`config.mk`:
```
export PLATFORM = sky130hd
export DESIGN_NAME = complex_mult_acc
export DESIGN_NICKNAME = d
export VERILOG_FILES = /design/src/rtl/complex_mult_pkg.sv /design/src/rtl/complex_mult_core.sv /design/src/rtl/complex_mult_acc.sv
export SDC_FILE = /design/constraint.sdc
export NUM_CORES = 1
export LEC_CHECK = 0
export BUFFER_PORTS_ARGS = -buffer_cell sky130_fd_sc_hd__buf_2
export CORE_UTILIZATION = 57
export CTS_CLUSTER_DIAMETER = 60
export DETAILED_ROUTE_END_ITERATION = 10
export PLACE_DENSITY = 0.74
export REMOVE_ABC_BUFFERS = 1
export SYNTH_ARGS = -nofsm -noshare
export SYNTH_HDL_FRONTEND = slang
export SYNTH_SLANG_ARGS = --single-unit
```
`constraint.sdc`:
```
create_clock -name Clk -period 13.75 [get_ports Clk]
set_input_delay 3.4375 -clock Clk [delete_from_list [all_inputs] [get_ports Clk]]
set_output_delay 3.4375 -clock Clk [all_outputs]
set_load 0.03 [all_outputs]
```
`src/rtl/complex_mult_pkg.sv`:
```
// rtl/complex_mult_pkg.sv - shared widths, component slicing and saturating add
package complex_mult_pkg;

    localparam int IM_IDX = 0;
    localparam int RE_IDX = 1;
    localparam int SAT_W  = 64;

    typedef struct packed {
        logic                    sat;
        logic signed [SAT_W-1:0] val;
    } sat_res_t;

    function automatic int acc_w(input int data_w, input int guard_w);
        return 2 * data_w + 1 + guard_w;
    endfunction

    // Operands arrive sign-extended to SAT_W; the result is clamped to a w-bit signed range.
    function automatic sat_res_t sat_add(input logic signed [SAT_W-1:0] a,
                                         input logic signed [SAT_W-1:0] b,
                                         input int                      w);
        logic signed [SAT_W:0] sum;
        logic signed [SAT_W:0] one;
        logic signed [SAT_W:0] hi;
        logic signed [SAT_W:0] lo;
        sat_res_t              r;
        one    = '0;
        one[0] = 1'b1;
        sum    = {a[SAT_W-1], a} + {b[SAT_W-1], b};
        hi     = (one <<< (w - 1)) - one;
        lo     = -hi - one;
        if (sum > hi) begin
            r.val = hi[SAT_W-1:0];
            r.sat = 1'b1;
        end else if (sum < lo) begin
            r.val = lo[SAT_W-1:0];
            r.sat = 1'b1;
        end else begin
            r.val = sum[SAT_W-1:0];
            r.sat = 1'b0;
        end
        return r;
    endfunction

endpackage

```
`src/rtl/complex_mult_core.sv`:
```
// rtl/complex_mult_core.sv - three-stage complex multiplier with frame tag pass-through
module complex_mult_core
    import complex_mult_pkg::*;
#(
    parameter int DATA_W = 8
) (
    input  logic                  clk,
    input  logic                  rst_n,
    input  logic                  en,
    input  logic                  in_valid,
    input  logic [2*DATA_W-1:0]   in_a,
    input  logic [2*DATA_W-1:0]   in_b,
    input  logic                  in_conj,
    input  logic                  in_first,
    input  logic                  in_last,
    output logic                  out_valid,
    output logic signed [2*DATA_W:0] out_re,
    output logic signed [2*DATA_W:0] out_im,
    output logic                  out_first,
    output logic                  out_last
);

    localparam int PW = 2 * DATA_W;
    localparam int SW = PW + 1;

    logic              s1_valid_q, s1_valid_d, s1_conj_q, s1_conj_d;
    logic              s1_first_q, s1_first_d, s1_last_q, s1_last_d;
    logic [PW-1:0]     s1_a_q, s1_a_d, s1_b_q, s1_b_d;

    logic              s2_valid_q, s2_valid_d, s2_conj_q, s2_conj_d;
    logic              s2_first_q, s2_first_d, s2_last_q, s2_last_d;
    logic signed [PW-1:0] s2_rr_q, s2_rr_d, s2_ii_q, s2_ii_d;
    logic signed [PW-1:0] s2_ir_q, s2_ir_d, s2_ri_q, s2_ri_d;

    logic              s3_valid_q, s3_valid_d, s3_first_q, s3_first_d, s3_last_q, s3_last_d;
    logic signed [SW-1:0] s3_re_q, s3_re_d, s3_im_q, s3_im_d;

    logic signed [DATA_W-1:0] ar, ai, br, bi;
    logic signed [PW-1:0]     ar_x, ai_x, br_x, bi_x;
    logic signed [SW-1:0]     rr_x, ii_x, ir_x, ri_x;

    assign ar   = s1_a_q[RE_IDX*DATA_W +: DATA_W];
    assign ai   = s1_a_q[IM_IDX*DATA_W +: DATA_W];
    assign br   = s1_b_q[RE_IDX*DATA_W +: DATA_W];
    assign bi   = s1_b_q[IM_IDX*DATA_W +: DATA_W];
    assign ar_x = {{DATA_W{ar[DATA_W-1]}}, ar};
    assign ai_x = {{DATA_W{ai[DATA_W-1]}}, ai};
    assign br_x = {{DATA_W{br[DATA_W-1]}}, br};
    assign bi_x = {{DATA_W{bi[DATA_W-1]}}, bi};
    assign rr_x = {s2_rr_q[PW-1], s2_rr_q};
    assign ii_x = {s2_ii_q[PW-1], s2_ii_q};
    assign ir_x = {s2_ir_q[PW-1], s2_ir_q};
    assign ri_x = {s2_ri_q[PW-1], s2_ri_q};

    always_comb begin
        s1_valid_d = s1_valid_q; s1_conj_d = s1_conj_q;
        s1_first_d = s1_first_q; s1_last_d = s1_last_q;
        s1_a_d     = s1_a_q;     s1_b_d    = s1_b_q;
        s2_valid_d = s2_valid_q; s2_conj_d = s2_conj_q;
        s2_first_d = s2_first_q; s2_last_d = s2_last_q;
        s2_rr_d    = s2_rr_q;    s2_ii_d   = s2_ii_q;
        s2_ir_d    = s2_ir_q;    s2_ri_d   = s2_ri_q;
        s3_valid_d = s3_valid_q; s3_first_d = s3_first_q; s3_last_d = s3_last_q;
        s3_re_d    = s3_re_q;    s3_im_d   = s3_im_q;
        if (en) begin
            s1_valid_d = in_valid; s1_conj_d = in_conj;
            s1_first_d = in_first; s1_last_d = in_last;
            s1_a_d     = in_a;     s1_b_d    = in_b;
            // Products fit exactly in PW bits, including (-2**(W-1))**2.
            s2_valid_d = s1_valid_q; s2_conj_d = s1_conj_q;
            s2_first_d = s1_first_q; s2_last_d = s1_last_q;
            s2_rr_d    = ar_x * br_x;
            s2_ii_d    = ai_x * bi_x;
            s2_ir_d    = ai_x * br_x;
            s2_ri_d    = ar_x * bi_x;
            s3_valid_d = s2_valid_q; s3_first_d = s2_first_q; s3_last_d = s2_last_q;
            s3_re_d    = s2_conj_q ? rr_x + ii_x : rr_x - ii_x;
            s3_im_d    = s2_conj_q ? ir_x - ri_x : ir_x + ri_x;
        end
    end

    always_ff @(posedge clk or negedge rst_n) begin
        if (!rst_n) begin
            s1_valid_q <= 1'b0; s1_conj_q <= 1'b0; s1_first_q <= 1'b0; s1_last_q <= 1'b0;
            s1_a_q     <= '0;   s1_b_q    <= '0;
            s2_valid_q <= 1'b0; s2_conj_q <= 1'b0; s2_first_q <= 1'b0; s2_last_q <= 1'b0;
            s2_rr_q    <= '0;   s2_ii_q   <= '0;   s2_ir_q    <= '0;   s2_ri_q   <= '0;
            s3_valid_q <= 1'b0; s3_first_q <= 1'b0; s3_last_q <= 1'b0;
            s3_re_q    <= '0;   s3_im_q   <= '0;
        end else begin
            s1_valid_q <= s1_valid_d; s1_conj_q <= s1_conj_d;
            s1_first_q <= s1_first_d; s1_last_q <= s1_last_d;
            s1_a_q     <= s1_a_d;     s1_b_q    <= s1_b_d;
            s2_valid_q <= s2_valid_d; s2_conj_q <= s2_conj_d;
            s2_first_q <= s2_first_d; s2_last_q <= s2_last_d;
            s2_rr_q    <= s2_rr_d;    s2_ii_q   <= s2_ii_d;
            s2_ir_q    <= s2_ir_d;    s2_ri_q   <= s2_ri_d;
            s3_valid_q <= s3_valid_d; s3_first_q <= s3_first_d; s3_last_q <= s3_last_d;
            s3_re_q    <= s3_re_d;    s3_im_q   <= s3_im_d;
        end
    end

    assign out_valid = s3_valid_q;
    assign out_re    = s3_re_q;
    assign out_im    = s3_im_q;
    assign out_first = s3_first_q;
    assign out_last  = s3_last_q;

endmodule

```
`src/rtl/complex_mult_acc.sv`:
```
// rtl/complex_mult_acc.sv - framed complex multiply-accumulate with valid/ready streaming
module complex_mult_acc
    import complex_mult_pkg::*;
#(
    parameter  int DATA_W    = 8,
    parameter  int ACC_LEN_W = 4,
    parameter  int GUARD_W   = 4,
    localparam int ACC_W     = acc_w(DATA_W, GUARD_W)
) (
    input  logic                  Clk,
    input  logic                  ResetN,
    input  logic                  InValid,
    output logic                  InReady,
    input  logic [2*DATA_W-1:0]   InA,
    input  logic [2*DATA_W-1:0]   InB,
    input  logic                  Conj,
    input  logic [ACC_LEN_W-1:0]  AccLen,
    output logic                  OutValid,
    input  logic                  OutReady,
    output logic [2*ACC_W-1:0]    OutData,
    output logic                  OutSat
);

    localparam int SW = 2 * DATA_W + 1;

    logic                  en, accept, frame_first, frame_last;
    logic [ACC_LEN_W-1:0]  count_q, count_d, len_q, len_d, eff_len;
    logic                  s3_valid, s3_first, s3_last;
    logic signed [SW-1:0]  s3_re, s3_im;
    logic signed [ACC_W-1:0] acc_re_q, acc_re_d, acc_im_q, acc_im_d;
    logic                  sat_q, sat_d, out_valid_q, out_valid_d, out_sat_q, out_sat_d;
    logic [2*ACC_W-1:0]    out_data_q, out_data_d;
    sat_res_t              r_re, r_im;

    // The whole pipeline freezes while a finished frame waits for the consumer.
    assign en      = !out_valid_q || OutReady;
    assign InReady = en && ResetN;
    assign accept  = InValid && InReady;

    assign frame_first = (count_q == '0);
    assign eff_len     = frame_first ? AccLen : len_q;
    assign frame_last  = (count_q == eff_len);

    complex_mult_core #(.DATA_W(DATA_W)) u_core (
        .clk       (Clk),
        .rst_n     (ResetN),
        .en        (en),
        .in_valid  (accept),
        .in_a      (InA),
        .in_b      (InB),
        .in_conj   (Conj),
        .in_first  (frame_first),
        .in_last   (frame_last),
        .out_valid (s3_valid),
        .out_re    (s3_re),
        .out_im    (s3_im),
        .out_first (s3_first),
        .out_last  (s3_last)
    );

    function automatic sat_res_t acc_step(input logic signed [ACC_W-1:0] base,
                                          input logic signed [SW-1:0]    p);
        return sat_add({{(SAT_W-ACC_W){base[ACC_W-1]}}, base},
                       {{(SAT_W-SW){p[SW-1]}}, p}, ACC_W);
    endfunction

    always_comb begin
        count_d     = count_q;
        len_d       = len_q;
        acc_re_d    = acc_re_q;
        acc_im_d    = acc_im_q;
        sat_d       = sat_q;
        out_data_d  = out_data_q;
        out_sat_d   = out_sat_q;
        out_valid_d = out_valid_q && !OutReady;
        if (accept) begin
            if (frame_first) len_d = AccLen;
            count_d = frame_last ? '0 : count_q + 1'b1;
        end
        // A first-tagged product restarts the sum from zero, so stale state never leaks across frames.
        r_re = acc_step(s3_first ? '0 : acc_re_q, s3_re);
        r_im = acc_step(s3_first ? '0 : acc_im_q, s3_im);
        if (en && s3_valid) begin
            acc_re_d = r_re.val[ACC_W-1:0];
            acc_im_d = r_im.val[ACC_W-1:0];
            sat_d    = (!s3_first && sat_q) || r_re.sat || r_im.sat;
            if (s3_last) begin
                out_data_d  = {acc_re_d, acc_im_d};
                out_sat_d   = sat_d;
                out_valid_d = 1'b1;
            end
        end
    end

    always_ff @(posedge Clk or negedge ResetN) begin
        if (!ResetN) begin
            count_q     <= '0;
            len_q       <= '0;
            acc_re_q    <= '0;
            acc_im_q    <= '0;
            sat_q       <= 1'b0;
            out_valid_q <= 1'b0;
            out_data_q  <= '0;
            out_sat_q   <= 1'b0;
        end else begin
            count_q     <= count_d;
            len_q       <= len_d;
            acc_re_q    <= acc_re_d;
            acc_im_q    <= acc_im_d;
            sat_q       <= sat_d;
            out_valid_q <= out_valid_d;
            out_data_q  <= out_data_d;
            out_sat_q   <= out_sat_d;
        end
    end

    assign OutValid = out_valid_q;
    assign OutData  = out_data_q;
    assign OutSat   = out_sat_q;

endmodule

```
## Word-level counts from Yosys, hierarchy flattened

Cells that the tools add are included.
W data, S select, Z words.

- Muxes and demuxes: 12
- Multipliers: 4
- Shift-type cells: 0
- Div/mod/pow operators: 0
- Magnitude comparators: 4
- Equal/unequal tests: 1
- Reductions and logical operators: 13
- Add/subtract/negate cells: 7
- Bitwise logic cells: 0

Operators by type and width:

| cell | count |
|---|---|
| $mux W65 | 4 |
| $mul A8 B8 Y16 | 4 |
| $add A21 B17 Y22 | 2 |
| $gt A22 B21 Y1 const B | 2 |
| $lt A22 B21 Y1 const B | 2 |
| $mux W21 | 2 |
| $add A16 B16 Y17 | 2 |
| $mux W17 | 2 |
| $sub A16 B16 Y17 | 2 |
| $mux W4 | 2 |
| $logic_and A1 B1 Y1 | 5 |
| $add A4 B1 Y4 const B | 1 |
| $eq A4 B4 Y1 | 1 |
| $logic_not A4 Y1 | 1 |
| $logic_not A1 Y1 | 3 |
| $logic_or A1 B1 Y1 | 3 |
| $mux W1 | 2 |
| $reduce_and A2 Y1 | 1 |

- Bits of input ports: 41
- Bits in latches: 0
- Memory bits (read-only): 0
- Bits in writable memories: 0
- Memories: 0
- Register bits after elaboration: 236
- Output and inout bits: 45
- Word-level logic and storage cells: 68

## Longest topological paths before layout

Gate-level depths: netlist of the first run.

- Depth in word-level cells: 7
- Gate-level depth with buffers: 19
- Gate-level depth less buffers: 18

## Hierarchy

A second synthesis of the first run with hierarchy kept.

- Cell total of the unflattened synthesis: 2590
- Area, all modules: 24138.2 sq um

Modules (own cells, without submodules):

| module | cells each | area an instance (sq um) | times used | seq. area each (sq um) |
|---|---|---|---|---|
| complex_mult_core | 1865 | 17727.0 | 1 | 3528.4 |
| complex_mult_acc | 725 | 6411.1 | 1 | 2377.3 |

## Worst setup path before layout of the first run

OpenSTA, ideal clock, no wires.

- Kind: in2out
- Start: in OutReady
- End: out InReady
- Cell stages on the path: 3
- Arrival: 4.165 ns
- Slack: 6.148 ns
- Buffers on the path: 1
- Data required time: 10.312 ns
- Path through: nand2b_1 > clkbuf_1 > and2_1

- Word-level cells in the longest chain between the ends: 2

Ends and longest elaborated chain:

| what | line | RTL |
|---|---|---|
| start: declaration | complex_mult_acc.sv:19 | `input logic OutReady,` |
| $logic_or A1 B1 Y1 | complex_mult_acc.sv:36 | `assign en = !out_valid_q \|\| OutReady;` |
| $logic_and A1 B1 Y1 | complex_mult_acc.sv:37 | `assign InReady = en && ResetN;` |
| end: declaration | complex_mult_acc.sv:13 | `output logic InReady,` |

No other way between the ends.

## Worst setup path in the final report of the first run

- Start: in ResetN
- End: out InReady

- Word-level cells in the longest chain between the ends: 1

Ends and longest elaborated chain:

| what | line | RTL |
|---|---|---|
| start: declaration | complex_mult_acc.sv:11 | `input logic ResetN,` |
| $logic_and A1 B1 Y1 | complex_mult_acc.sv:37 |  |

No other way between the ends.

==> results.py, run 1 <==
metrics = {
    "floorplan": {
        "die_h_um": 205,
        "coreArea_um2": 40700,
        "floorplan.die_area_um2": 42100,
        "core.rowCount": 74,
        "dieWidth_um": 205,
        "initial_core_util": 0.577,
        "num_io_pins": 86,
    },
    "detailed_routing": {
        "drtAntennaViolNets": 0,
        "dr_total_vias": 18100,
        "drt-initial-drc-count": 924,
        "finalWirelength_mm": 51.2,
        "via_cell_ratio": 5.55,
        "pre_antenna_drt_iters": 5,
        "route.detailed.wl_per_inst_um": 15.7,
        "drc": 0,
    },
    "synthesis": {
        "ys_seq_elements": 236,
        "yosys.area_share.simple": 0.187,
        "biggest_area_consumer_among_synthesized_cells": "sky130_fd_sc_hd__dfrtp_1",
        "synth_largest_type_area_fraction": 0.251,
        "sequential_to_total_area_share_from_yosys_stat": 0.251,
        "synth_edf_count": 0,
        "syn_inst": 2685,
        "synth_compound_area_frac": 0.129,
        "most_frequently_used_flop_master_after_synthesis": "sky130_fd_sc_hd__dfrtp_1",
        "yosys_warnings": 0,
        "netlist_top_cells_area": "sky130_fd_sc_hd__dfrtp_1, sky130_fd_sc_hd__fa_1, sky130_fd_sc_hd__ha_1",
        "synth_top_family_by_area": "adder cells",
        "synth-adder-area-share": 0.296,
        "yosys.area_share.xor_xnor": 0.0529,
        "synth.lib_cells_used.distinct": 73,
        "mappedNetlistArea_um2": 23500,
        "proportion_of_synthesized_area_in_mux_cells": 0.0106,
        "synthArstFlopShare": 1.00,
        "post_synthesis_mean_instance_area_um2": 8.76,
    },
    "clock_tree": {
        "cts.repair_timing.setup_buffer_count": 0,
        "cts-htree-levels": 2,
        "clockRootBuffer": "sky130_fd_sc_hd__clkbuf_16",
        "clkSinkCount": 236,
        "hold_buffers": 0,
        "cts-root-to-sink-buffers": 3,
        "clk_pin_slew_worst_paths_ns": 0.05,
        "worstSkewPairLatency_ns": 0.55,
        "tritoncts": "built",
        "cts_made_buffers": 35,
        "postCtsResizedCells": 0,
    },
    "sta": {
        "max-slew-margin-rel": 0.189,
        "count_of_final_hold_check_violations": 0,
        "tns_ns": 0,
        "slew_viol_final": 0,
        "worst_slew_pin_slew_ns": 1.22,
        "final.min_clock_period_ns": 7.98,
        "final.period_utilization": 0.580,
        "achievable-frequency_mhz": 125,
        "final-setup-viol-count": 0,
        "setup_repair_after_global_routing_missed_its_margin": "no",
        "fin_skew_ns": 0.0280,
    },
    "global_route": {
        "grt_util_met1": 0.355,
        "antenna_found_initial": 0,
        "largest_net_degree_at_the_start_of_global_routing": 134,
        "highest_utilization_routing_layer_at_the_global_route_stage": "met2",
        "globalRoute.totalOverflow": 0,
        "groute.layer.met2.usage": 0.418,
        "grt_pass1_wl_mm": 88.1,
        "number_of_global_route_vias_before_repair": 18200,
        "grt.met3_usage": 0.0402,
        "global_routing_usage_summed_across_all_routing_layers": 0.257,
    },
    "place": {
        "place_congestion": 0.898,
        "place.detailed.hpwl_mm": 37.7,
        "numPlacedInstances": 3205,
        "placed_area_um2": 24300,
        "buffer_ports.inserted": 85,
    },
    "setup_path": {
        "crit_start_category": "primary input",
        "wp_data_required_ns": 10.31,
        "critical_path_capture_point_type": "primary output",
        "timing_worst_setup_path_type": "primary input to primary output",
        "worstPathArrival_ns": 4.54,
        "critPathMaxFanout": 105,
    },
    "cells_and_area": {
        "area_delta_synth_final_pct": 8.41,
        "final_area_um2": 25500,
        "finalNonFillerCells": 3265,
        "antenna_cells_inserted": 0,
        "nNetsFinal": 3169,
        "drive_above_1_share": 0.0735,
    },
    "outcome": {
        "outcome": "finished, final reports clean",
    },
    "flow_run": {
        "drv_cap": 0,
    },
    "hold_path": {
        "worst_hold_path_type": "flop to flop",
    },
}
[worst max-delay path, cell delays in order]
cell and delay, ns:
sky130_fd_sc_hd__buf_8 0.54, sky130_fd_sc_hd__and2_1 0.32, sky130_fd_sc_hd__buf_2 0.23
[metrics by stage]
step	util	setup WS (ns)	hold WS (ns)
3_3_place_gp	0.596	5.73	0.451
3_5_place_dp	0.596	5.71	0.458
6_report	0.626	5.77	0.470
5_1_grt	0.626	5.62	0.483
4_1_cts	0.626	5.71	0.473
2_1_floorplan	-	3.46	0.439
[sequential cells by signal, summed over array words and instances (netlist names), 17 cells and up]
name,flops
OutData,42
acc_im_q,21
acc_re_q,21
u_core.out_im,17
u_core.out_re,17
[cells in the final DEF, fill, tap and decap left out, types with 12 or more instances in the layout]
master                        n
sky130_fd_sc_hd__and2_1     163
sky130_fd_sc_hd__inv_1      351
sky130_fd_sc_hd__and3_1      12
sky130_fd_sc_hd__o21ai_0    124
sky130_fd_sc_hd__nor3b_1     13
sky130_fd_sc_hd__a21oi_1    169
sky130_fd_sc_hd__ha_1       194
sky130_fd_sc_hd__xnor2_1    101
sky130_fd_sc_hd__o21a_1      28
sky130_fd_sc_hd__a211oi_1    12
sky130_fd_sc_hd__mux2_2      16
sky130_fd_sc_hd__nor3_1      36
sky130_fd_sc_hd__o211ai_1    16
sky130_fd_sc_hd__buf_2       84
sky130_fd_sc_hd__clkbuf_16   35
sky130_fd_sc_hd__nand2b_1    28
sky130_fd_sc_hd__nor2_1     154
sky130_fd_sc_hd__fa_1       224
sky130_fd_sc_hd__nand2_1    376
sky130_fd_sc_hd__a21o_1      34
sky130_fd_sc_hd__nor2b_1     58
sky130_fd_sc_hd__xor2_1      38
sky130_fd_sc_hd__o31ai_1     19
sky130_fd_sc_hd__dfrtp_1    236
sky130_fd_sc_hd__a31oi_1     15
sky130_fd_sc_hd__nand3_1     32
[area by class of cell]
class	count	area (um2)
Clock buffer	39	911
Clock inverter	21	287
Fill cell	3497	15200
Inverter	351	1320
Multi-Input combinational cell	1990	15900
Sequential cell	236	5910
Tap cell	532	666
Timing Repair Buffer	96	531
[synthesized netlist by cell type, types with 7 or more instances]
library cell and number:
sky130_fd_sc_hd__a2111oi_0 7, sky130_fd_sc_hd__a211oi_1 12, sky130_fd_sc_hd__a21o_1 34, sky130_fd_sc_hd__a21oi_1 169, sky130_fd_sc_hd__a31oi_1 15, sky130_fd_sc_hd__and2_1 163, sky130_fd_sc_hd__and3_1 12, sky130_fd_sc_hd__buf_1 7
sky130_fd_sc_hd__buf_2 8, sky130_fd_sc_hd__clkbuf_1 89, sky130_fd_sc_hd__dfrtp_1 236, sky130_fd_sc_hd__fa_1 224, sky130_fd_sc_hd__ha_1 194, sky130_fd_sc_hd__inv_1 351, sky130_fd_sc_hd__mux2_2 16, sky130_fd_sc_hd__mux2i_1 7
sky130_fd_sc_hd__nand2_1 376, sky130_fd_sc_hd__nand2b_1 29, sky130_fd_sc_hd__nand3_1 32, sky130_fd_sc_hd__nand4_1 8, sky130_fd_sc_hd__nor2_1 154, sky130_fd_sc_hd__nor2b_1 59, sky130_fd_sc_hd__nor3_1 36, sky130_fd_sc_hd__nor3b_1 13
sky130_fd_sc_hd__nor4_1 8, sky130_fd_sc_hd__o211ai_1 16, sky130_fd_sc_hd__o21a_1 28, sky130_fd_sc_hd__o21ai_0 124, sky130_fd_sc_hd__o21bai_1 7, sky130_fd_sc_hd__o31ai_1 19, sky130_fd_sc_hd__or2_2 7, sky130_fd_sc_hd__or3_1 9
sky130_fd_sc_hd__xnor2_1 101, sky130_fd_sc_hd__xor2_1 38
[cells by family after synthesis]
group | after synthesis
XOR/XNOR | 140
multiplexers | 23
buffers and inverters | 459
adder cells (fa/ha/maj) | 422
flip-flops | 236
AO/OA/AOI/OAI | 485
AND/OR/NAND/NOR | 920
[final timing paths]
check	from	to	slack [ns]	cells after the start
max	ResetN	InReady	5.77	3
min	acc_im_q[20]$_DFFE_PN0P_	acc_im_q[20]$_DFFE_PN0P_	0.47	2
max reg2reg	u_core.s1_b_q[7]$_DFFE_PN0N_	u_core.s2_ri_q[15]$_DFFE_PN0N_	8.56	15
min reg2reg	acc_im_q[20]$_DFFE_PN0P_	acc_im_q[20]$_DFFE_PN0P_	0.47	2
max in group asynchronous	ResetN	u_core.s1_a_q[14]$_DFFE_PN0N_	9.58	2
min in group asynchronous	ResetN	OutData[11]$_DFFE_PN0P_	2.92	1
[metal layers]
layer  vias to the layer above  part of all wire
li1                       8767                 -
met1                      8878              0.46
met2                       413              0.46
met3                        79             0.053
met4                         0             0.024
met5                         -                 0
Power of run 1 is not shown: default switching activity piles up to over one toggle a cycle in this logic, so the estimate is an artifact.
==> run 2, diff against run 1 <==
--- a/config.mk
+++ b/config.mk
@@ -9,7 +9,7 @@
 export CORE_UTILIZATION = 57
 export CTS_CLUSTER_DIAMETER = 60
 export DETAILED_ROUTE_END_ITERATION = 10
-export PLACE_DENSITY = 0.74
+export PLACE_DENSITY = 0.77
 export REMOVE_ABC_BUFFERS = 1
 export SYNTH_ARGS = -nofsm -noshare
 export SYNTH_HDL_FRONTEND = slang
==> constraint.sdc (replaced) <==
create_clock -name Clk -period 6.41 [get_ports Clk]
set_input_delay 1.6025 -clock Clk [delete_from_list [all_inputs] [get_ports Clk]]
set_output_delay 1.6025 -clock Clk [all_outputs]
set_load 0.03 [all_outputs]
==> run 2 against run 1 <==
Effect of this change: via count about the same; critical path depth increased by 10; register-to-register slack worse by 7.2 ns; first-iteration DRC count is 3.8% higher; non-clock buffer count up 2; routed wire length grew 2.5%; hold slack worse by 0.0028 ns; count of clock-buffer cells in the layout shrank 1; critical endpoint is now OutData[5]$_DFFE_PN0P_.
==> results.py, run 2 (same netlist as run 1, synthesis figures left out) <==
metrics = {
    "outcome": {
        "outcome": "finished, final reports clean",
    },
    "detailed_routing": {
        "wl_met3_mm": 2.81,
        "drc": 0,
        "finalWirelength_mm": 52.5,
        "dr_wl_met2_mm": 25.1,
        "pre_antenna_drt_iters": 5,
        "drt-initial-drc-count": 959,
        "route.detailed.wl_per_inst_um": 16.1,
        "met1Wirelength_mm": 23.3,
        "dr_total_vias": 18100,
        "highest-signal-layer": "met4",
        "via_cell_ratio": 5.57,
        "drtAntennaViolNets": 0,
    },
    "flow_run": {
        "drv_cap": 0,
    },
    "place": {
        "place.detailed.hpwl_mm": 39.7,
        "placement_stage_worst_setup_slack_ns": 1.43,
        "place_congestion": 0.907,
        "buffer_ports.inserted": 85,
    },
    "global_route": {
        "number_of_global_route_vias_before_repair": 18800,
        "antenna_found_initial": 0,
        "globalRoute.totalOverflow": 0,
        "grt_pass1_wl_mm": 90.2,
        "global_routing_usage_summed_across_all_routing_layers": 0.262,
        "largest_net_degree_at_the_start_of_global_routing": 167,
    },
    "setup_path": {
        "crit_start_category": "flop",
        "crit_start": "u_core.out_first$_DFFE_PN0N_",
        "setup.reg_to_reg.worst_slack_ns": 1.40,
        "r2r_start": "u_core.out_first$_DFFE_PN0N_",
        "wp_data_required_ns": 6.92,
        "critical_path_sink": "OutData[5]$_DFFE_PN0P_",
        "timing_worst_setup_path_type": "flop to flop",
        "critPathMaxFanout": 21,
        "worstReg2RegEnd": "OutData[5]$_DFFE_PN0P_",
        "worstRegToRegCells": 13,
        "critical_path_capture_point_type": "flop",
        "worstPathArrival_ns": 5.52,
    },
    "sta": {
        "max-slew-margin-rel": 0.201,
        "count_of_final_hold_check_violations": 0,
        "final.min_clock_period_ns": 5.01,
        "final-setup-viol-count": 0,
        "achievable-frequency_mhz": 200,
        "worst_slew_pin_slew_ns": 1.17,
        "fin_skew_ns": 0.0262,
        "setup_repair_after_global_routing_missed_its_margin": "no",
        "final.period_utilization": 0.781,
        "slew_viol_final": 0,
        "layout_setup_ws_ns": 1.40,
    },
    "clock_tree": {
        "worstSkewPairLatency_ns": 0.59,
        "cts-htree-levels": 1,
        "clkSinkCount": 236,
        "postCtsResizedCells": 0,
        "cts.repair_timing.setup_buffer_count": 0,
        "clockRootBuffer": "sky130_fd_sc_hd__clkbuf_16",
        "tritoncts": "built",
        "clk_pin_slew_worst_paths_ns": 0.06,
        "hold_buffers": 0,
        "cts_made_buffers": 30,
        "cts-root-to-sink-buffers": 3,
    },
    "hold_path": {
        "worst_hold_path_type": "flop to flop",
    },
    "floorplan": {
        "dieWidth_um": 205,
        "core.rowCount": 74,
        "coreArea_um2": 40700,
        "initial_core_util": 0.577,
        "die_h_um": 205,
        "floorplan.die_area_um2": 42100,
        "num_io_pins": 86,
    },
    "cells_and_area": {
        "antenna_cells_inserted": 0,
        "area_delta_synth_final_pct": 7.75,
        "largest_reg_flops": 42,
        "nNetsFinal": 3166,
        "final_common_cell": "sky130_fd_sc_hd__nand2_1",
        "drive_above_1_share": 0.0715,
        "layout_common_cells": "sky130_fd_sc_hd__nand2_1, sky130_fd_sc_hd__inv_1, sky130_fd_sc_hd__dfrtp_1, sky130_fd_sc_hd__fa_1, sky130_fd_sc_hd__ha_1",
    },
}
==> run 2: cell types whose count changed in the layout (fill, tap and decap cells not counted) <==
cell                         delta
sky130_fd_sc_hd__inv_8          -2
sky130_fd_sc_hd__clkinvlp_4     +2
sky130_fd_sc_hd__clkbuf_8       +2
sky130_fd_sc_hd__clkinv_4       +3
sky130_fd_sc_hd__buf_4          +1
sky130_fd_sc_hd__bufinv_16      -3
sky130_fd_sc_hd__buf_12         +1
sky130_fd_sc_hd__clkbuf_1       +2
sky130_fd_sc_hd__clkinv_8       -2
sky130_fd_sc_hd__clkbuf_16      -5
sky130_fd_sc_hd__clkinv_16      +1
sky130_fd_sc_hd__clkinv_2       -4
==> run 2: critical path, cell delays in order (launching register included) <==
cell and delay (ns):
sky130_fd_sc_hd__dfrtp_1 0.66, sky130_fd_sc_hd__buf_4 0.36, sky130_fd_sc_hd__nor2b_1 0.14, sky130_fd_sc_hd__ha_1 0.20, sky130_fd_sc_hd__inv_1 0.06, sky130_fd_sc_hd__fa_1 0.38, sky130_fd_sc_hd__nand2b_1 0.20, sky130_fd_sc_hd__a21oi_1 0.28
sky130_fd_sc_hd__o311ai_1 0.24, sky130_fd_sc_hd__a311o_1 0.44, sky130_fd_sc_hd__a31oi_4 0.37, sky130_fd_sc_hd__mux2i_1 1.00, sky130_fd_sc_hd__nand2_1 0.33, sky130_fd_sc_hd__o21ai_0 0.25
==> run 2: area by class of cell <==
type	count	area, um2
multi-input combinational	1990	15900
tap	532	666
sequential	236	5910
timing repair buffer	98	558
clock inverter	16	193
inverter	351	1320
fill	3446	15400
clock buffer	38	821
==> run 2: through the flow <==
| stage | area, um2 | hold WS (ns) | setup TNS (ns) | utilization | std cells |
|---|---|---|---|---|---|
| floorplan | 23100 | 0.439 | -14.78 | - | 2577 |
| finish | 25300 | 0.467 | 0 | 0.622 | 3261 |
| global placement | 24300 | 0.453 | 0 | 0.597 | 3207 |
| detailed placement | 24300 | 0.454 | 0 | 0.597 | 3207 |
| CTS | 25300 | 0.467 | 0 | 0.622 | 3261 |
| global route | 25300 | 0.492 | 0 | 0.622 | 3261 |
==> run 2: worst min path at each step <==
stage | startpoint | end | depth (start not counted)
after floorplan | u_core.s1_conj_q$_DFFE_PN0N_ | u_core.s1_conj_q$_DFFE_PN0N_ | 2
after global placement | u_core.s2_valid_q$_DFFE_PN0N_ | u_core.s2_valid_q$_DFFE_PN0N_ | 2
after detailed placement | u_core.s1_first_q$_DFFE_PN0N_ | u_core.s2_first_q$_DFFE_PN0N_ | 2
after CTS | u_core.s1_first_q$_DFFE_PN0N_ | u_core.s2_first_q$_DFFE_PN0N_ | 2
after global routing | u_core.s2_last_q$_DFFE_PN0N_ | u_core.s2_last_q$_DFFE_PN0N_ | 2
final | u_core.s2_last_q$_DFFE_PN0N_ | u_core.s2_last_q$_DFFE_PN0N_ | 2
==> run 2: per-layer routing <==
metal / up-vias / global-route usage
li1: 8739 / -
met1: 8888 / 0.354
met2: 440 / 0.443
met3: 81 / 0.0345
met4: 0 / 0.0653
met5: - / 0
Power of run 2 is left out for the same reason.
